<file path="src/rtl/mem_miss_ctrl_pkg.sv">
// Shared types and constants for the miss-service controller.
package mips_pkg;

  localparam int WORD_W             = 16;
  localparam int DEFAULT_LINE_WORDS = 4;

  typedef enum logic [1:0] {
    IDLE  = 2'd0,
    DFILL = 2'd1,
    IFILL = 2'd2,
    DONE  = 2'd3
  } miss_state_t;

endpackage

</file>
<file path="src/rtl/mem_miss_ctrl_if.sv">
// Bundle of cache-miss, memory-port and fill signals around the miss controller.
// The master side is the controller; the slave side is caches plus memory.
interface mem_miss_if
  import mips_pkg::*;
#(
  parameter int LINE_WORDS = DEFAULT_LINE_WORDS,
  parameter int ADDR_W     = 16
);

  logic                          imiss;
  logic [ADDR_W-1:0]             imiss_addr;
  logic                          dmiss;
  logic [ADDR_W-1:0]             dmiss_addr;
  logic                          mem_ack;
  logic [WORD_W-1:0]             mem_rdata;
  logic                          mem_req;
  logic [ADDR_W-1:0]             mem_addr;
  logic                          ifill_we;
  logic                          dfill_we;
  logic [$clog2(LINE_WORDS)-1:0] fill_idx;
  logic [WORD_W-1:0]             fill_data;
  logic                          fill_done;
  logic                          hit;

  modport master (
    input  imiss, imiss_addr, dmiss, dmiss_addr, mem_ack, mem_rdata,
    output mem_req, mem_addr, ifill_we, dfill_we, fill_idx, fill_data, fill_done, hit
  );

  modport slave (
    output imiss, imiss_addr, dmiss, dmiss_addr, mem_ack, mem_rdata,
    input  mem_req, mem_addr, ifill_we, dfill_we, fill_idx, fill_data, fill_done, hit
  );

endinterface

</file>
<file path="src/rtl/mem_miss_ctrl_line_word_counter.sv">
// Loadable word counter within a cache line; the terminal-count flag marks
// the last word so the controller knows when the line is complete.
module line_word_counter #(
  parameter int LINE_WORDS = 4
) (
  input  logic                          clk,
  input  logic                          rst_n,
  input  logic                          load_i,
  input  logic                          inc_i,
  output logic [$clog2(LINE_WORDS)-1:0] cnt_o,
  output logic                          tc_o
);

  localparam int IDX_W = $clog2(LINE_WORDS);

  logic [IDX_W-1:0] cnt_q;
  logic [IDX_W-1:0] cnt_d;

  // Next count: load clears to word 0, increment wraps naturally at the line end.
  always_comb begin
    cnt_d = cnt_q;
    if (load_i) begin
      cnt_d = '0;
    end else if (inc_i) begin
      cnt_d = cnt_q + IDX_W'(1);
    end
  end

  // Count register.
  always_ff @(posedge clk or negedge rst_n) begin
    if (!rst_n) begin
      cnt_q <= '0;
    end else begin
      cnt_q <= cnt_d;
    end
  end

  assign cnt_o = cnt_q;
  assign tc_o  = (cnt_q == IDX_W'(LINE_WORDS - 1));

endmodule

</file>
<file path="src/rtl/mem_miss_ctrl.sv">
// Miss-service controller: arbitrates I/D line refills onto the single memory
// read port and holds the pipeline frozen (hit low) while any miss is open.
module mem_miss_ctrl
  import mips_pkg::*;
#(
  parameter int LINE_WORDS = DEFAULT_LINE_WORDS,
  parameter int ADDR_W     = 16
) (
  input logic       clk,
  input logic       rst_n,
  mem_miss_if.master bus
);

  localparam int                IDX_W       = $clog2(LINE_WORDS);
  localparam logic [ADDR_W-1:0] OFFSET_MASK = ADDR_W'(LINE_WORDS - 1);

  miss_state_t       state_q, state_d;
  logic [ADDR_W-1:0] base_q, base_d;
  logic [ADDR_W-1:0] mem_addr_q, mem_addr_d;
  logic              mem_req_q, mem_req_d;
  logic [ADDR_W-1:0] miss_base;
  logic              cnt_load;
  logic              ack_in_fill;
  logic              cnt_tc;
  logic [IDX_W-1:0]  cnt;

  // The D-miss wins arbitration because its instruction is older.
  assign miss_base   = (bus.dmiss ? bus.dmiss_addr : bus.imiss_addr) & ~OFFSET_MASK;
  assign ack_in_fill = ((state_q == DFILL) || (state_q == IFILL)) && bus.mem_ack;

  line_word_counter #(
    .LINE_WORDS(LINE_WORDS)
  ) u_cnt (
    .clk    (clk),
    .rst_n  (rst_n),
    .load_i (cnt_load),
    .inc_i  (ack_in_fill),
    .cnt_o  (cnt),
    .tc_o   (cnt_tc)
  );

  // Next-state and registered request/address computation.
  always_comb begin
    state_d    = state_q;
    base_d     = base_q;
    mem_addr_d = mem_addr_q;
    mem_req_d  = mem_req_q;
    cnt_load   = 1'b0;
    case (state_q)
      IDLE: begin
        if (bus.dmiss || bus.imiss) begin
          state_d    = bus.dmiss ? DFILL : IFILL;
          base_d     = miss_base;
          mem_addr_d = miss_base;
          mem_req_d  = 1'b1;
          cnt_load   = 1'b1;
        end
      end
      DFILL, IFILL: begin
        if (bus.mem_ack) begin
          if (cnt_tc) begin
            state_d   = DONE;
            mem_req_d = 1'b0;
          end else begin
            mem_addr_d = base_q + ADDR_W'(cnt) + ADDR_W'(1);
          end
        end
      end
      DONE: begin
        state_d = IDLE;
      end
      default: begin
        state_d = IDLE;
      end
    endcase
  end

  // State, line base and memory request registers.
  always_ff @(posedge clk or negedge rst_n) begin
    if (!rst_n) begin
      state_q    <= IDLE;
      base_q     <= '0;
      mem_addr_q <= '0;
      mem_req_q  <= 1'b0;
    end else begin
      state_q    <= state_d;
      base_q     <= base_d;
      mem_addr_q <= mem_addr_d;
      mem_req_q  <= mem_req_d;
    end
  end

  assign bus.mem_req   = mem_req_q;
  assign bus.mem_addr  = mem_addr_q;
  assign bus.dfill_we  = (state_q == DFILL) && bus.mem_ack;
  assign bus.ifill_we  = (state_q == IFILL) && bus.mem_ack;
  assign bus.fill_idx  = cnt;
  assign bus.fill_data = bus.mem_rdata;
  assign bus.fill_done = (state_q == DONE);
  assign bus.hit       = (state_q == IDLE) && !bus.imiss && !bus.dmiss;

endmodule

</file>
<file path="src/flat_wrapper.sv">
// flat-port wrapper written by rule: the top's interface ports become plain ports
module mem_miss_ctrl_flat import mips_pkg::*;
#(
  parameter int LINE_WORDS = DEFAULT_LINE_WORDS,
  parameter int ADDR_W     = 16
)
  (clk, rst_n, bus_imiss, bus_imiss_addr, bus_dmiss, bus_dmiss_addr, bus_mem_ack, bus_mem_rdata, bus_mem_req, bus_mem_addr, bus_ifill_we, bus_dfill_we, bus_fill_idx, bus_fill_data, bus_fill_done, bus_hit);
  mem_miss_if #(.LINE_WORDS(LINE_WORDS), .ADDR_W(ADDR_W)) bus_i ();
  input logic clk;
  input logic rst_n;
  input wire logic [$bits(bus_i.imiss)-1:0] bus_imiss;
  input wire logic [$bits(bus_i.imiss_addr)-1:0] bus_imiss_addr;
  input wire logic [$bits(bus_i.dmiss)-1:0] bus_dmiss;
  input wire logic [$bits(bus_i.dmiss_addr)-1:0] bus_dmiss_addr;
  input wire logic [$bits(bus_i.mem_ack)-1:0] bus_mem_ack;
  input wire logic [$bits(bus_i.mem_rdata)-1:0] bus_mem_rdata;
  output wire logic [$bits(bus_i.mem_req)-1:0] bus_mem_req;
  output wire logic [$bits(bus_i.mem_addr)-1:0] bus_mem_addr;
  output wire logic [$bits(bus_i.ifill_we)-1:0] bus_ifill_we;
  output wire logic [$bits(bus_i.dfill_we)-1:0] bus_dfill_we;
  output wire logic [$bits(bus_i.fill_idx)-1:0] bus_fill_idx;
  output wire logic [$bits(bus_i.fill_data)-1:0] bus_fill_data;
  output wire logic [$bits(bus_i.fill_done)-1:0] bus_fill_done;
  output wire logic [$bits(bus_i.hit)-1:0] bus_hit;
  assign bus_i.imiss = bus_imiss;
  assign bus_i.imiss_addr = bus_imiss_addr;
  assign bus_i.dmiss = bus_dmiss;
  assign bus_i.dmiss_addr = bus_dmiss_addr;
  assign bus_i.mem_ack = bus_mem_ack;
  assign bus_i.mem_rdata = bus_mem_rdata;
  assign bus_mem_req = bus_i.mem_req;
  assign bus_mem_addr = bus_i.mem_addr;
  assign bus_ifill_we = bus_i.ifill_we;
  assign bus_dfill_we = bus_i.dfill_we;
  assign bus_fill_idx = bus_i.fill_idx;
  assign bus_fill_data = bus_i.fill_data;
  assign bus_fill_done = bus_i.fill_done;
  assign bus_hit = bus_i.hit;
  mem_miss_ctrl #(.LINE_WORDS(LINE_WORDS), .ADDR_W(ADDR_W)) u_core (.clk(clk), .rst_n(rst_n), .bus(bus_i));
endmodule
</file>
<file path="config.mk">
export PLATFORM = sky130hd
export DESIGN_NAME = mem_miss_ctrl_flat
export DESIGN_NICKNAME = d
export VERILOG_FILES = /design/src/rtl/mem_miss_ctrl_pkg.sv /design/src/rtl/mem_miss_ctrl_if.sv /design/src/rtl/mem_miss_ctrl_line_word_counter.sv /design/src/rtl/mem_miss_ctrl.sv /design/src/flat_wrapper.sv
export SDC_FILE = /design/constraint.sdc
export NUM_CORES = 1
export LEC_CHECK = 0
export BUFFER_PORTS_ARGS = -buffer_cell sky130_fd_sc_hd__buf_2
export CELL_PAD_IN_SITES_DETAIL_PLACEMENT = 0
export CELL_PAD_IN_SITES_GLOBAL_PLACEMENT = 1
export CORE_ASPECT_RATIO = 1.2
export CORE_MARGIN = 2
export CORE_UTILIZATION = 30
export CTS_BUF_LIST = sky130_fd_sc_hd__clkbuf_16
export DETAILED_ROUTE_END_ITERATION = 10
export GPL_ROUTABILITY_DRIVEN = 1
export HOLD_SLACK_MARGIN = 0.02
export PLACE_DENSITY = 0.74
export SYNTH_ARGS = -nofsm -noshare
export SYNTH_HDL_FRONTEND = slang
export SYNTH_SLANG_ARGS = --single-unit
</file>
<file path="constraint.sdc">
create_clock -name clk -period 2.25 [get_ports clk]
set_input_delay 0.675 -clock clk [delete_from_list [all_inputs] [get_ports clk]]
set_output_delay 0.675 -clock clk [all_outputs]
set_load 0.005 [all_outputs]
</file>
==> impl_results.rst, run 1 <==
.. list-table::
   :header-rows: 1

   * - Metric
     - Value
   * - Final period util
     - 0.949
   * - Total via count in the routed design
     - 1830
   * - Final standard cell count with taps included and fillers excluded
     - 366
   * - Initial DRT Pass Iterations
     - 4
   * - Max-slew headroom at the worst pin
     - 0.674
   * - Category of the worst setup path launch point
     - flop
   * - Die X
     - 80.6 um
   * - Number of synthesis warnings
     - 0
   * - Cell count after placement
     - 358
   * - Worst IR Drop VDD
     - 0.565 mV
   * - Average detailed-routed wire length per instance
     - 14.0 um
   * - Layout-stage area growth over the synthesis result
     - 21.6%
   * - Buffers added on ports
     - 55
   * - Sequential-to-total area share from yosys stat
     - 0.415
   * - Ordered cell list for the critical path
     - inv_1, ha_2, nor3b_4, buf_2
   * - Post-synthesis net count
     - 290
   * - Detailed Route Iter0 Violations
     - 87
   * - Top-level port count
     - 92
   * - Average cell area after synthesis
     - 9.09 um2
   * - Core Footprint
     - 0.00681 mm2
   * - Drt total wl
     - 5130 um
   * - Average via count per standard cell
     - 5.00
   * - Dominant delay contributor by cell family on the critical path
     - flip-flops
   * - Insertion delay of the later-clocked pin in the worst-skew pair
     - 0.28 ns
   * - Number of gates on the worst path with buffers counted
     - 4
   * - Number of buffers inserted during clock tree synthesis
     - 5
   * - Final GP Congestion
     - 0.727
   * - EDFF count, synth
     - 0
   * - Clock-pin slew on the worst setup and hold paths
     - 0.06 ns
   * - Sum of negative setup slack
     - 0 ns
   * - R2R Path Start
     - u_core.state_q[0]
   * - Row Count
     - 33
   * - Worst setup path class
     - reg -> out
   * - Clock Path Buffers
     - 2
   * - Final Instance Area
     - 0.00256 mm2
   * - Starting utilization of the core area
     - 0.310
   * - Initial antenna violation count
     - 0
   * - Unique cell type count in the Yosys netlist
     - 40
   * - Clock skew after layout
     - 0.00479 ns
   * - Number of global-route vias before repair
     - 1789
   * - Post-Syn Instances
     - 232
   * - Remaining design rule violation count
     - 0
   * - Flops & latches, synth
     - 35
   * - Die Outline Area
     - 0.00772 mm2
   * - Tot GR Track Use
     - 0.142
   * - Fmax achieved
     - 468 MHz
   * - Path class of the lowest-slack min-delay path
     - in -> async
   * - Pins Over Slew Limit
     - 0
   * - Fraction of final layout cells sized beyond drive strength 1
     - 0.280
   * - Most common library cell in the layout ignoring fill and taps
     - sky130_fd_sc_hd__buf_2
   * - Final net count
     - 336
   * - Data required time of the worst path
     - 1.57 ns
   * - Max-cap check violation count
     - 0
   * - Result of the run
     - finished, final reports clean
   * - CP peak stage delay
     - 0.42 ns
   * - Vertical die dimension
     - 95.9 um
   * - Worst Reg2Reg Path Length in Cells
     - 6
   * - Fraction of registers with async set or reset after synthesis
     - 1.00
   * - Leftover overflow at the end of global routing
     - 0
   * - HPWL after DPL
     - 3790 um
   * - Cell area after placement
     - 0.00240 mm2
   * - Data arrival time at the worst-slack endpoint
     - 1.46 ns
   * - Final-report setup violation count
     - 0
   * - Commonest cells after routing, fill and taps aside
     - sky130_fd_sc_hd__buf_2 (55), sky130_fd_sc_hd__dfrtp_1 (35), sky130_fd_sc_hd__nand2_1 (32)
   * - H-tree depth
     - 2
   * - Leakage component of the power
     - 1.23 nW
   * - Antenna cell count
     - 0
   * - Clock tree from TritonCTS
     - yes
   * - TritonCTS Sinks
     - 35
   * - Power density relative to cell area
     - 1490 mW/mm2
   * - First-pass GRT wire length
     - 8420 um
   * - Critical path buffer and inverter count
     - 2
   * - Root buffer cell
     - sky130_fd_sc_hd__clkbuf_16
   * - Time the worst path needs with I/O delays and setup
     - 2.14 ns
   * - Synthesized area
     - 0.00211 mm2
   * - Unrepaired setup endpoints after global routing
     - no
   * - Worst setup EP type
     - output port
   * - Actual slew at the worst max-slew pin
     - 0.486 ns
   * - Largest net degree at the start of global routing
     - 36
   * - Cell with the largest stage delay on the worst path
     - sky130_fd_sc_hd__dfrtp_1
   * - Register-to-Register Setup Slack
     - 0.25 ns
   * - Number of nets with antenna violations after routing
     - 0
   * - Count of final hold-check violations
     - 0
   * - Crit path max fanout
     - 6
   * - Most used flip-flop cell after synthesis
     - sky130_fd_sc_hd__dfrtp_1
   * - End of the worst register-to-register path
     - u_core.bus.mem_addr[5]
-- worst reg2reg max path: cells and delay by family, from the launching register on --
kind / cells / cell delay [ns]
compound gates: 2 / 0.66
buf+inv: 2 / 0.33
fa+ha+maj: 1 / 0.41
simple gates: 1 / 0.08
flops: 1 / 0.41
-- cells in the mapped netlist (2+ instances only) --
master	count	area share
sky130_fd_sc_hd__a211o_1	2	0.0083
sky130_fd_sc_hd__a21oi_1	11	0.026
sky130_fd_sc_hd__a221o_1	2	0.0095
sky130_fd_sc_hd__a22o_1	2	0.0083
sky130_fd_sc_hd__a31o_2	2	0.0083
sky130_fd_sc_hd__a31oi_1	2	0.0059
sky130_fd_sc_hd__and2_1	4	0.012
sky130_fd_sc_hd__and3_1	3	0.0089
sky130_fd_sc_hd__and4_1	3	0.012
sky130_fd_sc_hd__buf_2	2	0.0047
sky130_fd_sc_hd__buf_4	18	0.064
sky130_fd_sc_hd__buf_6	3	0.016
sky130_fd_sc_hd__clkbuf_1	5	0.0089
sky130_fd_sc_hd__dfrtp_1	35	0.42
sky130_fd_sc_hd__ha_1	5	0.030
sky130_fd_sc_hd__inv_1	6	0.011
sky130_fd_sc_hd__mux2i_1	14	0.066
sky130_fd_sc_hd__nand2_1	32	0.057
sky130_fd_sc_hd__nand3_1	8	0.019
sky130_fd_sc_hd__nand4_1	4	0.012
sky130_fd_sc_hd__nor2_1	8	0.014
sky130_fd_sc_hd__nor3_1	4	0.0095
sky130_fd_sc_hd__nor4_1	4	0.012
sky130_fd_sc_hd__o21ai_0	30	0.071
sky130_fd_sc_hd__or3_1	3	0.0089
sky130_fd_sc_hd__xnor2_1	4	0.017
sky130_fd_sc_hd__xor2_1	3	0.012
-- worst max-delay path by stage --
stage	start	to	slack, ns
after floorplan	u_core.state_q[0]	u_core.bus.mem_addr[14]	0.38
after global placement	bus_dmiss	u_core.bus.mem_addr[6]	0.20
after detailed placement	u_core.state_q[0]	u_core.bus.mem_addr[5]	0.18
after CTS	u_core.state_q[0]	bus_hit	0.05
after global routing	u_core.state_q[0]	bus_hit	0.01
final	u_core.state_q[0]	bus_hit	0.11
-- metal layers --
metal,vias to the layer above,global-route usage,wire (um)
li1,907,-,-
met1,858,0.181,2250
met2,59,0.237,2500
met3,6,0.0281,308
met4,0,0.0537,60
met5,-,0,0
-- stage by stage --
| step | hold slack (ns) | total power, mW | worst slack [ns] | util |
|---|---|---|---|---|
| 2_1_floorplan | 0.379 | 2.49 | 0.380 | - |
| 3_3_place_gp | 0.464 | 3.04 | 0.202 | 0.352 |
| 3_5_place_dp | 0.468 | 3.08 | 0.176 | 0.352 |
| 4_1_cts | 0.358 | 3.87 | 0.0517 | 0.376 |
| 5_1_grt | 0.369 | 4.17 | 0.00967 | 0.376 |
| 6_report | 0.347 | 3.83 | 0.115 | 0.376 |
-- registers in the layout, indices dropped and copies added (netlist names) --
| signal | flops |
|---|---|
| u_core.base_q | 14 |
| u_core.u_cnt.cnt_o | 2 |
| u_core.bus.mem_req | 1 |
| u_core.bus.mem_addr | 16 |
| u_core.state_q | 2 |
-- kinds of logic after synthesis --
family | synth area share
buffers and inverters | 0.104
AO/OA/AOI/OAI | 0.174
adder cells (fa/ha/maj) | 0.0297
flip-flops | 0.415
AND/OR/NAND/NOR | 0.181
multiplexers | 0.0664
XOR/XNOR | 0.0291
-- where the power goes --
group	internal (mW)	switching (mW)	leakage [nW]
registers	0.951	0.248	0.434
clock network	0.516	0.263	0.0812
logic	0.828	1.02	0.719
total	2.29	1.53	1.23
-- final cells by class --
type,instances,area (um2)
inverter,6,22.5
clock buffer,5,125
fill,740,4250
clock inverter,3,38.8
multi-input combinational,163,1020
timing repair buffer,67,378
sequential,35,876
tap,87,109
-- timing repair --
item,4_1_cts,5_1_grt
setup buffers,0,0
hold buffers,0,0
resized for setup,0,1
setup endpoints to repair,0,1
endpoints found under the hold margin,0,0
Power figures use the tool's default switching activity.
==> run 2: changes to the inputs <==
Settings changed: CORE_UTILIZATION 30 to 34, PLACE_DENSITY 0.74 to 0.82.
==> run 2 against run 1 <==
- fmax decreased by 0.13%
- sequential share of layout area increased by 0.46 points
- hold slack improved by 0.088 ns
- sequential cell count unchanged
- non-clock buffer count increased by 1
- clock-buffer cell count unchanged
- utilization increased by 4.5 points
- highest routed layer unchanged
- cell count decreased by 1.1%
- largest power group unchanged
- critical endpoint unchanged
- routed wire length increased by 1.2%
==> impl_results.rst, run 2 (synthesis gave the netlist of run 1 again) <==
.. list-table::
   :header-rows: 1

   * - Metric
     - Value
   * - Sequential Area
     - 876 um2
   * - Number of flip-flops in the largest register
     - 16
   * - Share of the core filled with cells
     - 0.421
   * - Antenna cell count
     - 0
   * - Insertion delay of the later-clocked pin in the worst-skew pair
     - 0.28 ns
   * - Multi-input combinational cell area
     - 0.00102 mm2
   * - Die Outline Area
     - 0.00685 mm2
   * - Fraction of final layout cells sized beyond drive strength 1
     - 0.282
   * - Worst setup EP type
     - output port
   * - Total via count in the routed design
     - 1838
   * - Fmax achieved
     - 468 MHz
   * - Largest net degree at the start of global routing
     - 36
   * - Leftover overflow at the end of global routing
     - 0
   * - Clock-pin slew on the worst setup and hold paths
     - 0.05 ns
   * - Clock Path Buffers
     - 2
   * - H-tree depth
     - 2
   * - Drt total wl
     - 5190 um
   * - Met1 layer usage reported by global route
     - 0.192
   * - Worst hold slack after final layout
     - 0.435 ns
   * - Detailed Route Iter0 Violations
     - 83
   * - Initial DRT Pass Iterations
     - 4
   * - Max-slew headroom at the worst pin
     - 0.689
   * - Vertical die dimension
     - 90.3 um
   * - First-pass GRT wire length
     - 8770 um
   * - Clock tree from TritonCTS
     - yes
   * - Clock skew after layout
     - 0.00519 ns
   * - Worst setup path class
     - reg -> out
   * - Power density relative to cell area
     - 1460 mW/mm2
   * - Data arrival time at the worst-slack endpoint
     - 1.46 ns
   * - Row Count
     - 31
   * - Setup WS pre-CTS
     - 0.174 ns
   * - Worst IR Drop VDD
     - 0.531 mV
   * - Count of final hold-check violations
     - 0
   * - Result of the run
     - finished, final reports clean
   * - Path class of the lowest-slack min-delay path
     - in -> async
   * - Unrepaired setup endpoints after global routing
     - no
   * - Initial antenna violation count
     - 0
   * - Sum of negative setup slack
     - 0 ns
   * - Cell area after placement
     - 0.00239 mm2
   * - Buffers added on ports
     - 55
   * - Actual slew at the worst max-slew pin
     - 0.466 ns
   * - TritonCTS Sinks
     - 35
   * - Root buffer cell
     - sky130_fd_sc_hd__clkbuf_16
   * - Average detailed-routed wire length per instance
     - 14.3 um
   * - Crit path max fanout
     - 6
   * - Final Instance Area
     - 0.00253 mm2
   * - Max-cap check violation count
     - 0
   * - Launch point of the critical path
     - u_core.state_q[0]
   * - Fill cells
     - 626
   * - Commonest cells after routing, fill and taps aside
     - sky130_fd_sc_hd__buf_2 (55), sky130_fd_sc_hd__dfrtp_1 (35), sky130_fd_sc_hd__nand2_1 (32)
   * - Leakage component of the power
     - 1.22 nW
   * - Final net count
     - 337
   * - M2 GR Usage
     - 0.272
   * - Final-report setup violation count
     - 0
   * - Category of the worst setup path launch point
     - flop
   * - Number of gates resized after cts
     - 0
   * - Number of nets with antenna violations after routing
     - 0
   * - GR met3 Demand/Resource
     - 0.0390
   * - Core Footprint
     - 0.00601 mm2
   * - Data required time of the worst path
     - 1.57 ns
   * - Layout-stage area growth over the synthesis result
     - 20.0%
   * - Starting utilization of the core area
     - 0.351
   * - R2R Path Start
     - u_core.state_q[0]
   * - Average via count per standard cell
     - 5.08
   * - Die X
     - 75.9 um
   * - Final period util
     - 0.950
   * - Setup bufs post-CTS
     - 0
   * - Time the worst path needs with I/O delays and setup
     - 2.14 ns
   * - Number of buffers inserted during clock tree synthesis
     - 5
   * - Most common library cell in the layout ignoring fill and taps
     - sky130_fd_sc_hd__buf_2
   * - HPWL after DPL
     - 3770 um
   * - Number of global-route vias before repair
     - 1835
   * - Final GP Congestion
     - 0.777
   * - Most utilized layer in the global route result
     - met2
   * - Tot GR Track Use
     - 0.158
   * - Post-route setup slack
     - 0.112 ns
   * - Remaining design rule violation count
     - 0
   * - Top-level port count
     - 92
   * - Hold_buf cts
     - 0
   * - Pins Over Slew Limit
     - 0
run 2: cell type report:
cell class              instances  share of cell area
clock buffers                   5              0.0494
well taps                      82              0.0405
flip-flops and latches         35               0.346
inverters                       6             0.00890
clock inverters                 3             0.00643
repair buffers                 68               0.147
multi-input cells             163               0.401
run 2: path summary, 6_finish.rpt:
kind / to / slack [ns] / depth (start not counted)
worst min register to register: u_core.bus.mem_addr[1] / 0.47 / 2
worst max register to register: u_core.bus.mem_addr[5] / 0.24 / 7
min in group clk: u_core.bus.mem_addr[1] / 0.47 / 2
max in group asynchronous: u_core.bus.mem_addr[12] / 1.49 / 2
worst min-delay path: u_core.state_q[1] / 0.44 / 2
worst max-delay path: bus_hit / 0.11 / 4
run 2: metal layers:
layer / part of all wire / wire length [um]
met2: 0.49 / 2520
met3: 0.061 / 317
met5: 0 / 0
met1: 0.44 / 2260
met4: 0.017 / 86
run 2: metrics by stage:
step,instances,power [mW]
5_1_grt,362,4.06
4_1_cts,362,3.74
2_1_floorplan,232,2.49
3_3_place_gp,354,3.01
6_report,362,3.71
3_5_place_dp,354,3.07
run 2: where the power goes:
part | internal (mW) | switching [mW] | total, mW
logic | 0.827 | 1.02 | 1.84
clock network | 0.403 | 0.255 | 0.658
registers | 0.951 | 0.255 | 1.21
total | 2.18 | 1.53 | 3.71
run 2: worst max-delay path: stages (launching register included):
cell	delay [ns]
sky130_fd_sc_hd__dfrtp_1	0.42
sky130_fd_sc_hd__inv_1	0.10
sky130_fd_sc_hd__ha_2	0.24
sky130_fd_sc_hd__nor3b_4	0.27
sky130_fd_sc_hd__buf_2	0.16
